--- config.mk ---
export PLATFORM = sky130hd
export DESIGN_NAME = cdb_arbiter
export DESIGN_NICKNAME = d
export VERILOG_FILES = /design/src/rtl/cdb_arbiter.sv
export SDC_FILE = /design/constraint.sdc
export NUM_CORES = 1
export LEC_CHECK = 0
export ABC_CLOCK_PERIOD_IN_PS = 4200
export CAP_MARGIN = 10
export CORE_MARGIN = 3
export CORE_UTILIZATION = 25
export CTS_BUF_LIST = sky130_fd_sc_hd__clkbuf_4
export DETAILED_ROUTE_END_ITERATION = 7
export GPL_TIMING_DRIVEN = 0
export HOLD_SLACK_MARGIN = 0.08
export PLACE_DENSITY = 0.46
export SYNTH_ARGS = -nofsm -noshare
export SYNTH_HDL_FRONTEND = slang
export SYNTH_SLANG_ARGS = --single-unit
--- constraint.sdc ---
create_clock -name clk -period 4.2 [get_ports clk]
set_clock_uncertainty 0.1 [all_clocks]
set_input_delay 0.84 -clock clk [delete_from_list [all_inputs] [get_ports clk]]
set_output_delay 0.84 -clock clk [all_outputs]
set_load 0.02 [all_outputs]
--- src/rtl/cdb_arbiter.sv ---
// Common data bus arbiter: two one-entry holding registers (ALU, LS)
// drained round-robin onto a registered CDB broadcast.
module cdb_arbiter #(
    parameter int NAME_W = 5,
    parameter int TAG_W  = 4,
    parameter int DATA_W = 32
) (
    input  logic              clk,
    input  logic              rst,
    input  logic              flush,
    input  logic              alu_valid,
    output logic              alu_ready,
    input  logic [NAME_W-1:0] alu_name,
    input  logic [TAG_W-1:0]  alu_tag,
    input  logic [DATA_W-1:0] alu_data,
    input  logic              ls_valid,
    output logic              ls_ready,
    input  logic [NAME_W-1:0] ls_name,
    input  logic [TAG_W-1:0]  ls_tag,
    input  logic [DATA_W-1:0] ls_data,
    output logic              enCDBWrt,
    output logic [NAME_W-1:0] CDBwrtName,
    output logic [TAG_W-1:0]  CDBwrtTag,
    output logic [DATA_W-1:0] CDBwrtData
);

    typedef struct packed {
        logic [NAME_W-1:0] name;
        logic [TAG_W-1:0]  tag;
        logic [DATA_W-1:0] data;
    } res_t;

    res_t hold0_q, hold0_d;
    res_t hold1_q, hold1_d;
    res_t cdb_q, cdb_d;
    logic pend0_q, pend0_d;
    logic pend1_q, pend1_d;
    logic last_gnt_q, last_gnt_d;
    logic en_q, en_d;
    logic gnt0, gnt1, acc0, acc1;

    always_comb begin
        gnt0 = !flush && pend0_q && (!pend1_q || last_gnt_q);
        gnt1 = !flush && pend1_q && (!pend0_q || !last_gnt_q);

        // A slot being drained this cycle can be refilled on the same edge
        alu_ready = rst && !flush && (!pend0_q || gnt0);
        ls_ready  = rst && !flush && (!pend1_q || gnt1);
        acc0 = alu_valid && alu_ready;
        acc1 = ls_valid && ls_ready;

        pend0_d = acc0 || (pend0_q && !gnt0 && !flush);
        pend1_d = acc1 || (pend1_q && !gnt1 && !flush);
        hold0_d = acc0 ? res_t'({alu_name, alu_tag, alu_data}) : hold0_q;
        hold1_d = acc1 ? res_t'({ls_name, ls_tag, ls_data}) : hold1_q;

        en_d       = gnt0 || gnt1;
        cdb_d      = '0;
        last_gnt_d = last_gnt_q;
        if (gnt0) begin
            cdb_d      = hold0_q;
            last_gnt_d = 1'b0;
        end else if (gnt1) begin
            cdb_d      = hold1_q;
            last_gnt_d = 1'b1;
        end
    end

    always_ff @(posedge clk or negedge rst) begin
        if (!rst) begin
            pend0_q    <= 1'b0;
            pend1_q    <= 1'b0;
            hold0_q    <= '0;
            hold1_q    <= '0;
            last_gnt_q <= 1'b1;
            en_q       <= 1'b0;
            cdb_q      <= '0;
        end else begin
            pend0_q    <= pend0_d;
            pend1_q    <= pend1_d;
            hold0_q    <= hold0_d;
            hold1_q    <= hold1_d;
            last_gnt_q <= last_gnt_d;
            en_q       <= en_d;
            cdb_q      <= cdb_d;
        end
    end

    assign enCDBWrt   = en_q;
    assign CDBwrtName = cdb_q.name;
    assign CDBwrtTag  = cdb_q.tag;
    assign CDBwrtData = cdb_q.data;

endmodule

=== After elaboration in Yosys (flattened, before gate mapping) ===
Cells that the tools add are included.

* Reductions and logical operators: 27
* Multiplexer cells: 4

{| class="wikitable"
|+ Operators by type and width
! cell !! count
|-
| two-way mux 41 bit || 2
|-
| logical AND 1 bit || 13
|-
| logical OR 1 bit || 7
|-
| logical NOT 1 bit || 6
|-
| two-way mux 1 bit || 2
|-
| nonzero test 2 bit || 1
|}

* Bits in registers: 127
* Input port bits: 87
* Output and inout bits: 44
* Logic and storage cells: 44

=== Depth between registers and ports, before layout ===
Gate-level depths: netlist of run 1.

* Depth after elaboration: 7
* Mapped depth: 6
* Mapped depth without buffers: 3

=== Worst setup path after synthesis of run 1 ===
Ideal clock, no wire load.

* Path type: input to output
* From: input port flush
* To: output port alu_ready
* Stages: 2
* Data required time: 3.260 ns
* Setup slack: 1.885 ns
* Arrival: 1.375 ns
* Buffers on the path: 0
* Cells stage by stage: nand2b_1 -> a21oi_1

* Longest elaborated chain between the ends: 5
* Elaborated cells between the ends (all ways): 6
* Those cells by class: reduce/logical (6)

{| class="wikitable"
|+ Ends and longest elaborated chain
! item !! RTL line !! RTL
|-
| start, declared || 10 || <nowiki>input logic flush,</nowiki>
|-
| logical NOT 1 bit * || 43, 47 ||
|-
| logical AND 1 bit (2 in a row) || 43 || <nowiki>gnt0 = !flush && pend0_q && (!pend1_q || last_gnt_q);</nowiki>
|-
| logical OR 1 bit || 47 || <nowiki>alu_ready = rst && !flush && (!pend0_q || gnt0);</nowiki>
|-
| logical AND 1 bit * || 47 ||
|-
| end, declared || 12 || <nowiki>output logic alu_ready,</nowiki>
|}

Every way passes the cells marked *; elsewhere a longest branch is shown, timed or not.

=== Worst setup path after layout of run 1 ===
Same ends and word-level chain as after synthesis.

==> results of run 1 <==
==> sequential cells by signal, indices dropped and copies added, names as in the netlist <==
signal      flops
CDBwrtTag       4
CDBwrtName      5
last_gnt_q      1
CDBwrtData     32
hold0_q        41
enCDBWrt        1
pend0_q         1
hold1_q        41
pend1_q         1
==> kinds of logic (layout without fill, tap and decap cells) <==
kind of cell / count (synthesis) / count (layout)
compound gates: 46 / 46
buf+inv: 21 / 185
flops: 127 / 127
mux: 82 / 82
simple gates: 12 / 12
==> routing by layer <==
metal | GRT usage [%] | up-vias | routed length (um)
li1 | - | 1353 | -
met1 | 14.67 | 1502 | 5040
met2 | 18.93 | 87 | 5501
met3 | 4.592 | 6 | 767
met4 | 3.122 | 0 | 99
met5 | 0 | - | 0
==> per-stage QoR <==
stage	hold slack, ns	TNS [ns]
finish	0.1634	0
global route	0.1012	0
CTS	0.1016	0
detailed placement	0.3716	0
global placement	0.3665	-660.70
floorplan	0.3590	0
==> Yosys cell counts, drive strengths merged <==
| master | count |
|---|---|
| clkbuf | 9 |
| nand2b | 2 |
| nor2 | 2 |
| nand2 | 1 |
| mux2 | 82 |
| inv | 2 |
| o21ai | 1 |
| nor2b | 2 |
| dfstp | 1 |
| a41o | 1 |
| nand3 | 1 |
| dfrtp | 126 |
| a211oi | 1 |
| a21oi | 1 |
| nor3b | 1 |
| and3 | 2 |
| and2 | 1 |
| a22o | 41 |
| a31o | 1 |
| buf | 10 |
==> critical path, delay by kind of cell <==
family | cells | cell delay (ns)
buffers and inverters | 2 | 1.16
AND/OR/NAND/NOR | 1 | 0.25
AO/OA/AOI/OAI | 1 | 0.17
==> area by class of cell <==
| cell class | instances | area [um2] | share of cell area [%] |
|---|---|---|---|
| flip-flops and latches | 127 | 3179 | 47.60 |
| multi-input cells | 140 | 1406 | 21.06 |
| inverters | 2 | 7.507 | 0.1124 |
| well taps | 229 | 286.5 | 4.290 |
| clock inverters | 13 | 170.2 | 2.548 |
| clock buffers | 19 | 142.6 | 2.136 |
| plain buffers | 19 | 136.4 | 2.042 |
| repair buffers | 132 | 1350 | 20.21 |
==> how the worst max path moves through the flow <==
stage	slack, ns	cells after the start	start	end
finish	0.84	4	flush	alu_ready
global route	0.75	5	rst	alu_ready
CTS	0.80	4	flush	alu_ready
detailed placement	0.57	5	rst	alu_ready
global placement	-4.07	4	rst	alu_ready
floorplan	1.89	2	flush	alu_ready
==> timing repair <==
action                                  4_1_cts  5_1_grt
hold buffers                                  1        0
hold endpoints to repair                     35        0
endpoints found under the setup margin        0        0
==> power by group through the flow <==
| stage | registers, mW | logic (mW) | clock network, mW |
|---|---|---|---|
| after global placement | 1.50 | 0.381 | 0 |
| after floorplan | 1.50 | 0.185 | 0 |
| after CTS | 1.48 | 0.398 | 0.967 |
| final | 1.47 | 0.386 | 0.920 |
| after global routing | 1.50 | 0.421 | 1.02 |
| after detailed placement | 1.50 | 0.393 | 0 |
==> results.md, run 1 <==
Placed design:
- In this run the tool buffered the top-level ports with 130 buffer cells.
- The area after detailed placement is between 6000 and 7000 um2.
- The detailed placer's ending HPWL is 7.592 mm.
- The pre-CTS setup slack is between 0.5 and 0.6 ns.
- The routability congestion estimate is just under 0.7.
- The number of placed instances, taps included, is 648.

STA:
- The final hold violation count came to 0.
- Setup repair after global routing left no endpoint under its margin.
- For this run, the top clock speed supported by timing is a little under 300 MHz.
- For the pin with the worst max-slew slack, the measured transition is between 0.6 and 0.7 ns.
- Setup violations remaining at the end of the flow were counted as 0.
- Measured against its own limit, the worst slew margin works out to 56.23%.
- In the post-route analysis, the smallest setup slack over all paths is between 0.8 and 0.9 ns.
- The final critical path takes up 79.95% of the cycle.
- The routed design could run at a clock period as short as 3.358 ns.
- The total count of max-transition violations in the final report is 0.

Finish:
- The fraction of layout instances using a drive strength above 1 is a little over a quarter.
- The library cells used most frequently in the layout, excluding fill and tap cells, are clkdlybuf4s50_1, dfrtp_1, mux2_2.
- The area growth from synthesis to layout is 41.22%.
- The leading cell type in the layout, fill and taps excluded is clkdlybuf4s50_1.
- The final cell count without fillers is 681.
- The post-layout net count is ~530.
- The final design instance area without fill is ~6700 um2.
- The number of antenna diodes is 0.
- Measured on the finished design, the core utilization comes to between 30% and 40%.
- The filler cell count in the final layout is around 1.8k.

Floorplanning:
- The core area is between 15000 and 20000 um2.
- The number of top-level pins is about 130.
- The die is between 100 and 150 um wide.
- The die is between 100 and 150 um tall.
- The die area is slightly above 20000 um2.
- In this run the core area contains just under 50 standard-cell rows.
- The initial core utilization is 25.89%.

Route:
- The post-route DRC violation count is 0.
- The sum of routed wire length over all layers is 11.41 mm.
- The first-iteration detailed-routing DRC count is 67.
- The iteration count of the initial detailed-routing pass is 4.
- The average routed wire per standard cell is 16.75 um.
- After detailed routing, the number of vias per cell comes to between 4 and 5.
- The detailed-route via count is 2948.
- The detail route stage leaves a number of antenna-violating nets equal to 0.

Worst setup path:
- The launch point of the worst reg-to-reg path is last_gnt_q$_DFFE_PN1P_.
- The worst reg2reg path endpoint is hold0_q[32]$_DFFE_PN0P_.
- The startpoint type of the worst setup path is a primary input.
- The library cell contributing the largest single delay on the critical path is clkdlybuf4s50_1.
- The cell repeated most along the worst path is clkdlybuf4s50_1.
- Across all register-to-register paths, the minimum setup slack is 2.20 ns.
- Data on the critical path arrives at its endpoint at between 2 and 2.5 ns.
- The kind of end point of the critical path is an output port.
- The required time at the worst-slack endpoint is between 3 and 4 ns.
- The signal on the critical path passes through clkdlybuf4s50_1 -> nand2b_1 -> a21oi_1 -> clkdlybuf4s50_1.
- By startpoint and endpoint, the worst setup path is classified as primary input to output port.
- The depth of the worst register-to-register path is 4.
- The highest fanout seen on the critical path is 6.
- The maximum cell stage delay along the critical path is between 0.6 and 0.7 ns.

Synth:
- The combinational family with the most area after synthesis is multiplexers.
- Of the total synthesized cell area, the portion taken by AND, OR, NAND and NOR gates is 1.587%.
- Of the post-synthesis cell area, the dominant cell type holds around two thirds.
- The compound-cell area share of the yosys netlist is between 8 and 9%.
- In the post-synthesis netlist, the biggest area contributors are dfrtp_1, mux2_2, a22o_1.
- After synthesis the cells add up to around 4700 um2.
- Synthesis handed over a netlist of approximately 290 instances.
- Counting flops and latches in the post-synthesis netlist gives ~130.
- Yosys printed 0 warnings.
- The mean area per synthesized cell is ~16 um2.
- In the synthesized netlist, mux cells make up between 10% and 20% of the area.
- The post-synthesis xor/xnor area fraction is 0%.
- The cell type with the highest aggregate area in the netlist is dfrtp_1.
- After Yosys synthesis, full adders, half adders and majority gates account for 0% of the synthesized area.
- After synthesis, the netlist uses 24 different library cells.
- The sequential-to-total area share from yosys stat is about two thirds.
- Synthesis produced a netlist with a net count of roughly 380.

Clock tree:
- In this run, CTS created clock tree buffers numbering 17.
- The later pin in the worst-skew pair is clocked with a latency of ~0.5 ns.
- The tree is rooted in a clkbuf_4.
- The deepest level of the CTS H-tree is 4.
- The clock slew at the register clock pins of the worst setup and hold paths is around 0.12 ns.
- Counting every sink on the clock net gives about 130.
- In this run the deepest clock path goes through 2 buffers.
- TritonCTS built the clock tree.
- The number of buffers inserted to repair setup after CTS is 0.
- The number of cells upsized or downsized after cts is 0.

Power:
- The total leakage power is about 2.8 nW.
- Dividing total power by cell area gives a power density of approximately 420 nW/um2.
- The worst vdd rail ir drop is approximately 0.19 mV.
- The internal cell power is around 2.1 mW.
- The clock network burns roughly 33% of the power.
- Of the total power, the share spent switching nets is between 20% and 30%.
- After layout, the design draws a total of roughly 2.8 mW.
- Per report_power, the sequential group accounts for 53.0% of the total.
- The proportion of power drawn by combinational gates is between 10% and 20%.
- The switching power total is ~660 uW.

Global routing:
- The initial antenna violation count came to 0.
- Entering global routing, the biggest net connects 95 pins.
- The total overflow left after global routing is 0.
- The number of global-route vias before repair is between 3k and 4k.
- The wire length of the first global-routing pass is approximately 18 mm.
- The total routing usage reported by global routing is 11.69%.

Flow run:
- The tool flagged a number of max-cap violations equal to 0.

Run status:
- The run finished with clean final reports.

Worst hold path:
- The path type of the worst min-delay path is primary input to asynchronous set/reset pin.
Power figures use the tool's default switching activity.
==> inputs of run 2 (changes only) <==
--- a/config.mk
+++ b/config.mk
@@ -5,7 +5,7 @@
 export SDC_FILE = /design/constraint.sdc
 export NUM_CORES = 1
 export LEC_CHECK = 0
-export ABC_CLOCK_PERIOD_IN_PS = 4200
+export ABC_CLOCK_PERIOD_IN_PS = 3500
 export CAP_MARGIN = 10
 export CORE_MARGIN = 3
 export CORE_UTILIZATION = 25
==> constraint.sdc (replaced) <==
create_clock -name clk -period 3.5 [get_ports clk]
set_clock_uncertainty 0.1 [all_clocks]
set_input_delay 0.7 -clock clk [delete_from_list [all_inputs] [get_ports clk]]
set_output_delay 0.7 -clock clk [all_outputs]
set_load 0.02 [all_outputs]
==> results.md, run 2 (synthesis results as in run 1) <==
Run status:
- The flow ran to the end, and the final reports show no timing, DRC or antenna violations.

Worst setup path:
- The data arrival time of the worst path is 2.51 ns (+0.09 ns).
- The signal on the critical path passes through dlygate4sd3_1 -> buf_6 -> buf_16 -> nor2b_1 -> and2_1 -> clkdlybuf4s50_1.
- In this run the critical register-to-register path is launched from last_gnt_q$_DFFE_PN1P_.
- The highest fanout seen on the critical path is 24 (+18).
- The minimum setup slack among reg-to-reg paths was 1.50 ns (-0.70 ns).
- The required time at the worst-slack endpoint is 2.70 ns (-0.56 ns).
- The startpoint type of the worst setup path is a primary input.
- The worst reg2reg path endpoint is hold0_q[32]$_DFFE_PN0P_.
- The type of the setup path with the least slack is primary input to output port.
- The library cell contributing the largest single delay on the critical path is clkdlybuf4s50_1.
- The beginning of the critical path is rst.
- The depth of the worst register-to-register path came to 4 (unchanged).
- The maximum cell stage delay along the critical path is 0.64 ns (about the same).
- The kind of end point of the critical path is an output port.

Clock tree:
- The number of cells upsized or downsized after cts is 0 (unchanged).
- TritonCTS built the clock tree.
- The deepest level of the CTS H-tree is 4 (unchanged).
- The total CTS buffers is 17 (unchanged).
- The tree is rooted in a clkbuf_4.
- The number of sinks handled by clock tree synthesis is 127 (unchanged).
- The clock slew at the register clock pins of the worst setup and hold paths is 0.11 ns (about the same).
- The maximum root-to-sink buffer count was 2 (unchanged).
- The clock latency at the later pin of the worst-skew pair is 0.50 ns (about the same).

Route:
- The post-route DRC violation count is 0 (unchanged).
- The iteration count of the initial detailed-routing pass is 4 (unchanged).
- The final antenna-violating net count is 0 (unchanged).
- The ratio of routed vias to standard cells is 4.339 (+0.24%).
- The first-iteration detailed-routing DRC count is 49 (-27%).
- The detailed-route via count came to 2981 (+1.1%).
- The average routed wire per standard cell came to 17.07 um (+1.9%).
- The sum of routed wire length over all layers was 11.73 mm (+2.8%).

Finish:
- The post-layout net count is 532 (+1.1%).
- The final cell count without fillers is 687 (+0.88%).
- The number of antenna diodes is 0 (unchanged).
- Leaving out fill and tap cells, the most frequent cell in the layout is clkdlybuf4s50_1.
- The area overhead of the layout relative to synthesis is 43.07%.
- Leaving out fill and tap cells, the most frequent cells in the layout are clkdlybuf4s50_1, dfrtp_1, mux2_2.
- The fraction of layout instances using a drive strength above 1 is 26.20% (+0.095 points).
- The filler cell count in the final layout is 1760 (-0.45%).
- The fraction of the core area covered by cells at the end of the flow is 37.04% (+0.48 points).

Worst hold path:
- The path type of the worst min-delay path is flop to flop.
- Along the worst hold path, the cell count comes to 1.
- In this run the most critical hold path is launched from hold1_q[3]$_DFFE_PN0P_.
- The destination of the worst hold path is CDBwrtData[3]$_DFF_PN0_.

Global routing:
- The total congestion overflow is 0 (unchanged).
- The wire length of the first global-routing pass is 18.57 mm (+2.3%).
- The total routing usage reported by global routing is 12.00% (+0.31 points).
- The initial antenna violation count is 0 (unchanged).
- The number of global-route vias before repair is 3418 (+1.8%).
- The largest net degree at the start of global routing is 58 (-39%).

STA:
- Setup repair after global routing left no endpoint under its margin.
- Timing would allow up to about 300 MHz.
- The setup violation total in the final timing report is 0 (unchanged).
- The total count of max-transition violations in the final report is 0 (unchanged).
- The transition time of the tightest slew-check pin is 0.6547 ns (-0.001913 ns).
- The final cycle utilization of the critical path is 94.60%.
- The relative slew slack is 56.36% (+0.13 points).
- The setup slack after layout came to 0.1891 ns (-0.6531 ns).
- The final hold violation count is 0 (unchanged).
- The final total negative setup slack is 0 ns (unchanged).
- The shortest clock period the worst path allows after layout is 3.311 ns.

Flow run:
- The max capacitance violation total was 0 (unchanged).

Placed design:
- The detailed placer's ending HPWL was 7.592 mm (unchanged).
- The routability congestion estimate is 0.6929 (unchanged).
- The pre-CTS setup slack was 0.1542 ns (-0.4200 ns).
- The cell total after placement came to 648 (unchanged).
- The count of buffers from port buffering is 130 (unchanged).

Floorplanning:
- The core area came to 18270 um2 (unchanged).
- The die boundary height was 143.5 um (unchanged).
- The initial core utilization came to 25.89% (unchanged).
- The site row count is 49 (unchanged).
- The horizontal die dimension came to 143.5 um (unchanged).
- The number of top-level pins is 131 (unchanged).
- The die area is 20610 um2 (unchanged).

Power:
- The worst vdd rail ir drop is 0.2270 mV (+20%).
- The total leakage power was 2.885 nW (+1.4%).
- The total power per unit cell area came to 495.7 nW/um2 (+19%).
- The power consumption is 3.354 mW (+21%).
[run 2: final cells by class]
type                            instances  area (um2)  share of cell area, %
Clock inverter                         13       170.2                  2.515
Inverter                                2       7.507                 0.1109
Buffer                                 19       136.4                  2.016
Timing Repair Buffer                  138        1438                  21.25
Multi-Input combinational cell        140        1406                  20.78
Clock buffer                           19       142.6                  2.108
Sequential cell                       127        3179                  46.99
Tap cell                              229       286.5                  4.234
[run 2: per-stage QoR]
stage	area, um2	hold WS (ns)
5_1_grt	6766	0.4181
3_3_place_gp	6317	0.3665
2_1_floorplan	4730	0.3044
6_report	6766	0.3847
4_1_cts	6766	0.3958
3_5_place_dp	6346	0.3716
[run 2: worst max path at each step]
stage	end	slack [ns]	cells after the start
final	ls_ready	0.19	6
after CTS	ls_ready	0.15	6
after global routing	ls_ready	0.07	6
after global placement	alu_ready	-4.49	4
after detailed placement	alu_ready	0.15	5
after floorplan	alu_ready	1.47	2
[run 2: report_power, final]
group          switching, mW  internal [mW]
registers             0.0962           1.67
clock network          0.535          0.574
logic                  0.173          0.303
[run 2: worst max-delay path: cells and delay by family]
kind          cells  cell delay (ns)
buf+inv           4             1.49
simple gates      2             0.30
[run 2: metal layers]
layer / vias up / wire, um / global-route usage, %
met3: 6 / 802 / 4.592
met4: 0 / 104 / 3.419
li1: 1367 / - / -
met1: 1519 / 5158 / 15.01
met5: - / 0 / 0
met2: 89 / 5663 / 19.47
[run 2: what timing repair did]
item	CTS	global route
hold buffers	7	0
setup buffers	0	0
hold endpoints to repair	35	0
endpoints found under the setup margin	0	0
==> inputs of run 3 (changes only) <==
==> config.mk (replaced) <==
export PLATFORM = sky130hd
export DESIGN_NAME = cdb_arbiter
export DESIGN_NICKNAME = d
export VERILOG_FILES = /design/src/rtl/cdb_arbiter.sv
export SDC_FILE = /design/constraint.sdc
export NUM_CORES = 1
export LEC_CHECK = 0
export ABC_CLOCK_PERIOD_IN_PS = 4100
export CAP_MARGIN = 10
export CORE_MARGIN = 3
export CORE_UTILIZATION = 40
export CTS_BUF_LIST = sky130_fd_sc_hd__clkbuf_4
export DETAILED_ROUTE_END_ITERATION = 7
export GPL_TIMING_DRIVEN = 0
export HOLD_SLACK_MARGIN = 0.08
export PLACE_DENSITY = 0.68
export SYNTH_ARGS = -nofsm -noshare
export SYNTH_HDL_FRONTEND = slang
export SYNTH_SLANG_ARGS = --single-unit
==> constraint.sdc (replaced) <==
create_clock -name clk -period 4.1 [get_ports clk]
set_clock_uncertainty 0.1 [all_clocks]
set_input_delay 0.82 -clock clk [delete_from_list [all_inputs] [get_ports clk]]
set_output_delay 0.82 -clock clk [all_outputs]
set_load 0.02 [all_outputs]
==> results.md, run 3 (synthesis results as in run 1) <==
Route:
- The final antenna-violating net count came to 0 (unchanged).
- The post-route DRC violation count is 0 (unchanged).
- The first-iteration detailed-routing DRC count is 103 (+110%).
- The average routed wire per standard cell is 16.89 um (-1.1%).
- The ratio of routed vias to standard cells is 4.902 (+13%).
- The detailed-route via count was 2912 (-2.3%).
- The iteration count of the initial detailed-routing pass is 6 (+2).
- The sum of routed wire length over all layers is 10.03 mm (-14%).

Clock tree:
- The maximum root-to-sink buffer count is 2 (unchanged).
- The number of buffers inserted by hold repair at cts is 0 (-7).
- The clock slew at the register clock pins of the worst setup and hold paths was 0.11 ns (about the same).
- The number of sinks handled by clock tree synthesis is 127 (unchanged).
- The deepest level of the CTS H-tree is 4 (unchanged).
- The cell at the root of the clock tree is clkbuf_4.
- The number of cells upsized or downsized after cts came to 0 (unchanged).
- The CTS tree is yes.
- The clock latency at the later pin of the worst-skew pair is 0.51 ns (about the same).
- The total CTS buffers is 17 (unchanged).
- The number of buffers inserted to repair setup after CTS was 0 (unchanged).

Finish:
- Leaving out fill and tap cells, the most frequent cell in the layout is clkdlybuf4s50_1.
- The number of antenna diodes is 0 (unchanged).
- The top cell types in the final layout, fill and taps aside, are clkdlybuf4s50_1, dfrtp_1, mux2_2.
- The area overhead of the layout relative to synthesis is 37.51%.
- The fraction of layout instances using a drive strength above 1 is 25.94% (-0.26 points).
- The final design instance area without fill is 6504 um2 (-3.9%).
- The post-layout net count came to 525 (-1.3%).
- The final cell count without fillers is 594 (-14%).

Floorplanning:
- The horizontal die dimension is 114.7 um (-20%).
- The die boundary height is 114.7 um (-20%).
- The initial core utilization is 41.24% (+15 points).
- The core area came to 11470 um2 (-37%).
- The die area is 13160 um2 (-36%).
- The site row count is 39 (-20%).
- The number of top-level pins was 131 (unchanged).

Worst setup path:
- The type of the setup path with the least slack is primary input to output port.
- The startpoint type of the worst setup path is a primary input.
- The critical path goes through buf_6 -> buf_16 -> nand2b_1 -> a21oi_1 -> clkdlybuf4s50_1.
- The number of cells on the critical path came to 5 (-1).
- The depth of the worst register-to-register path is 4 (unchanged).
- The data arrival time of the worst path is 2.65 ns (+0.14 ns).
- The maximum cell stage delay along the critical path is 0.65 ns (about the same).
- Among cell families on the critical path, the largest total delay comes from buffers and inverters.
- The required time at the worst-slack endpoint is 3.18 ns (+0.48 ns).
- The critical path starts at rst.
- The endpoint identified for the worst register-to-register timing path is hold0_q[15]$_DFFE_PN0P_.
- The worst register-to-register path begins at last_gnt_q$_DFFE_PN1P_.
- The minimum setup slack among reg-to-reg paths was 2.12 ns (+0.62 ns).
- The critical path ends at alu_ready.
- The worst setup path is captured at an output port.
- The highest fanout seen on the critical path came to 76 (+220%).
- The slowest stage of the critical path is the clkdlybuf4s50_1 cell.
- The number of buffers and inverters on the critical path is 3 (-1).

Power:
- The sequential share of power came to 55.7% (+2.9 points).
- The switching power total is 643.6 uW (-20%).
- The fraction of power spent switching nets is 23.71% (-0.27 points).
- The worst vdd rail ir drop came to 0.2478 mV (+9.2%).
- The total power per unit cell area was 417.4 nW/um2 (-16%).
- The total leakage power is 2.818 nW (-2.3%).
- The power consumption is 2.715 mW (-19%).
- The internal cell power was 2.071 mW (-19%).
- The proportion of power drawn by combinational gates is 14.4% (+0.2 points).
- The clock network power share is 29.9% (-3.2 points).

Global routing:
- The met1 capacity usage during global routing came to 20.44% (+5.4 points).
- The met3 global-route usage is 6.789% (+2.2 points).
- The largest net degree at the start of global routing is 77 (+33%).
- The total congestion overflow is 0 (unchanged).
- The initial antenna violation count is 0 (unchanged).
- The number of global-route vias before repair is 3094 (-9.5%).
- The met2 track demand over resource was 24.41% (+4.9 points).
- The wire length of the first global-routing pass is 15.78 mm (-15%).
- The global routing stage identified its most utilized layer as met2.
- The total routing usage reported by global routing is 15.94% (+3.9 points).

STA:
- The relative slew slack was 60.78% (+4.4 points).
- The final cycle utilization of the critical path is between 80% and 90%.
- The highest attainable clock frequency is between 200 and 300 MHz.
- The transition time of the tightest slew-check pin is 0.5883 ns (-0.06641 ns).
- The setup violation total in the final timing report is 0 (unchanged).
- The worst slack on hold paths is 0.1377 ns (-0.2470 ns).
- After layout, the minimum clock period comes to 3.575 ns.
- Setup repair after global routing left no endpoint under its margin.
- The total count of max-transition violations in the final report is 0 (unchanged).
- The setup slack after layout is 0.5254 ns (+0.3363 ns).
- The final hold violation count is 0 (unchanged).

Placed design:
- The count of buffers from port buffering is 130 (unchanged).
- The pre-CTS setup slack is 0.5250 ns (+0.3708 ns).
- The detailed placer's ending HPWL is 6.687 mm (-12%).
- The routability congestion estimate is 0.6934 (about the same).
- The area after detailed placement is 6238 um2 (-1.7%).
- The cell total after placement was 562 (-13%).

Worst hold path:
- The path type of the worst min-delay path is primary input to asynchronous set/reset pin.

Flow run:
- The max capacitance violation total was 0 (unchanged).

Run status:
- The run finished with clean final reports.
-- run 3: cell count changes in the layout (fill, tap and decap cells not counted) --
| cell | delta |
|---|---|
| buf_12 | -2 |
| buf_16 | -1 |
| bufinv_16 | -2 |
| clkbuf_4 | +4 |
| clkinv_4 | -2 |
| dlygate4sd3_1 | -4 |
-- run 3: per-stage QoR --
stage	util (%)	TNS, ns
floorplan	-	0
global placement	54.15	-619.13
detailed placement	54.40	0
CTS	56.72	0
global route	56.72	0
finish	56.72	0
-- run 3: final cells by class --
cell class / instances / area (um2)
buffer: 19 / 136.4
clock buffer: 23 / 172.7
clock inverter: 9 / 92.59
fill: 932 / 4964
inverter: 2 / 7.507
multi-input combinational: 140 / 1406
sequential: 127 / 3179
tap: 143 / 178.9
timing repair buffer: 131 / 1330
-- run 3: worst min path at each step --
stage                                        from                        to  cells past startpoint
after floorplan           hold1_q[12]$_DFFE_PN0P_  CDBwrtData[12]$_DFF_PN0_                      1
after global placement    hold1_q[17]$_DFFE_PN0P_  CDBwrtData[17]$_DFF_PN0_                      1
after detailed placement  hold1_q[38]$_DFFE_PN0P_   CDBwrtName[2]$_DFF_PN0_                      1
after CTS                                     rst   hold0_q[25]$_DFFE_PN0P_                      1
after global routing                          rst   hold0_q[22]$_DFFE_PN0P_                      1
final                                         rst   hold1_q[26]$_DFFE_PN0P_                      1
-- run 3: power groups by stage --
stage	Combinational [mW]	Sequential, mW	Clock, mW
global route	0.427	1.54	0.903
finish	0.390	1.51	0.812
global placement	0.383	1.53	0
CTS	0.398	1.51	0.849
floorplan	0.189	1.54	0
detailed placement	0.397	1.54	0
-- run 3: metal layers --
metal	vias to the layer above	wire length, um
li1	1348	-
met1	1455	4372
met2	97	4697
met3	12	830
met4	0	133
met5	-	0
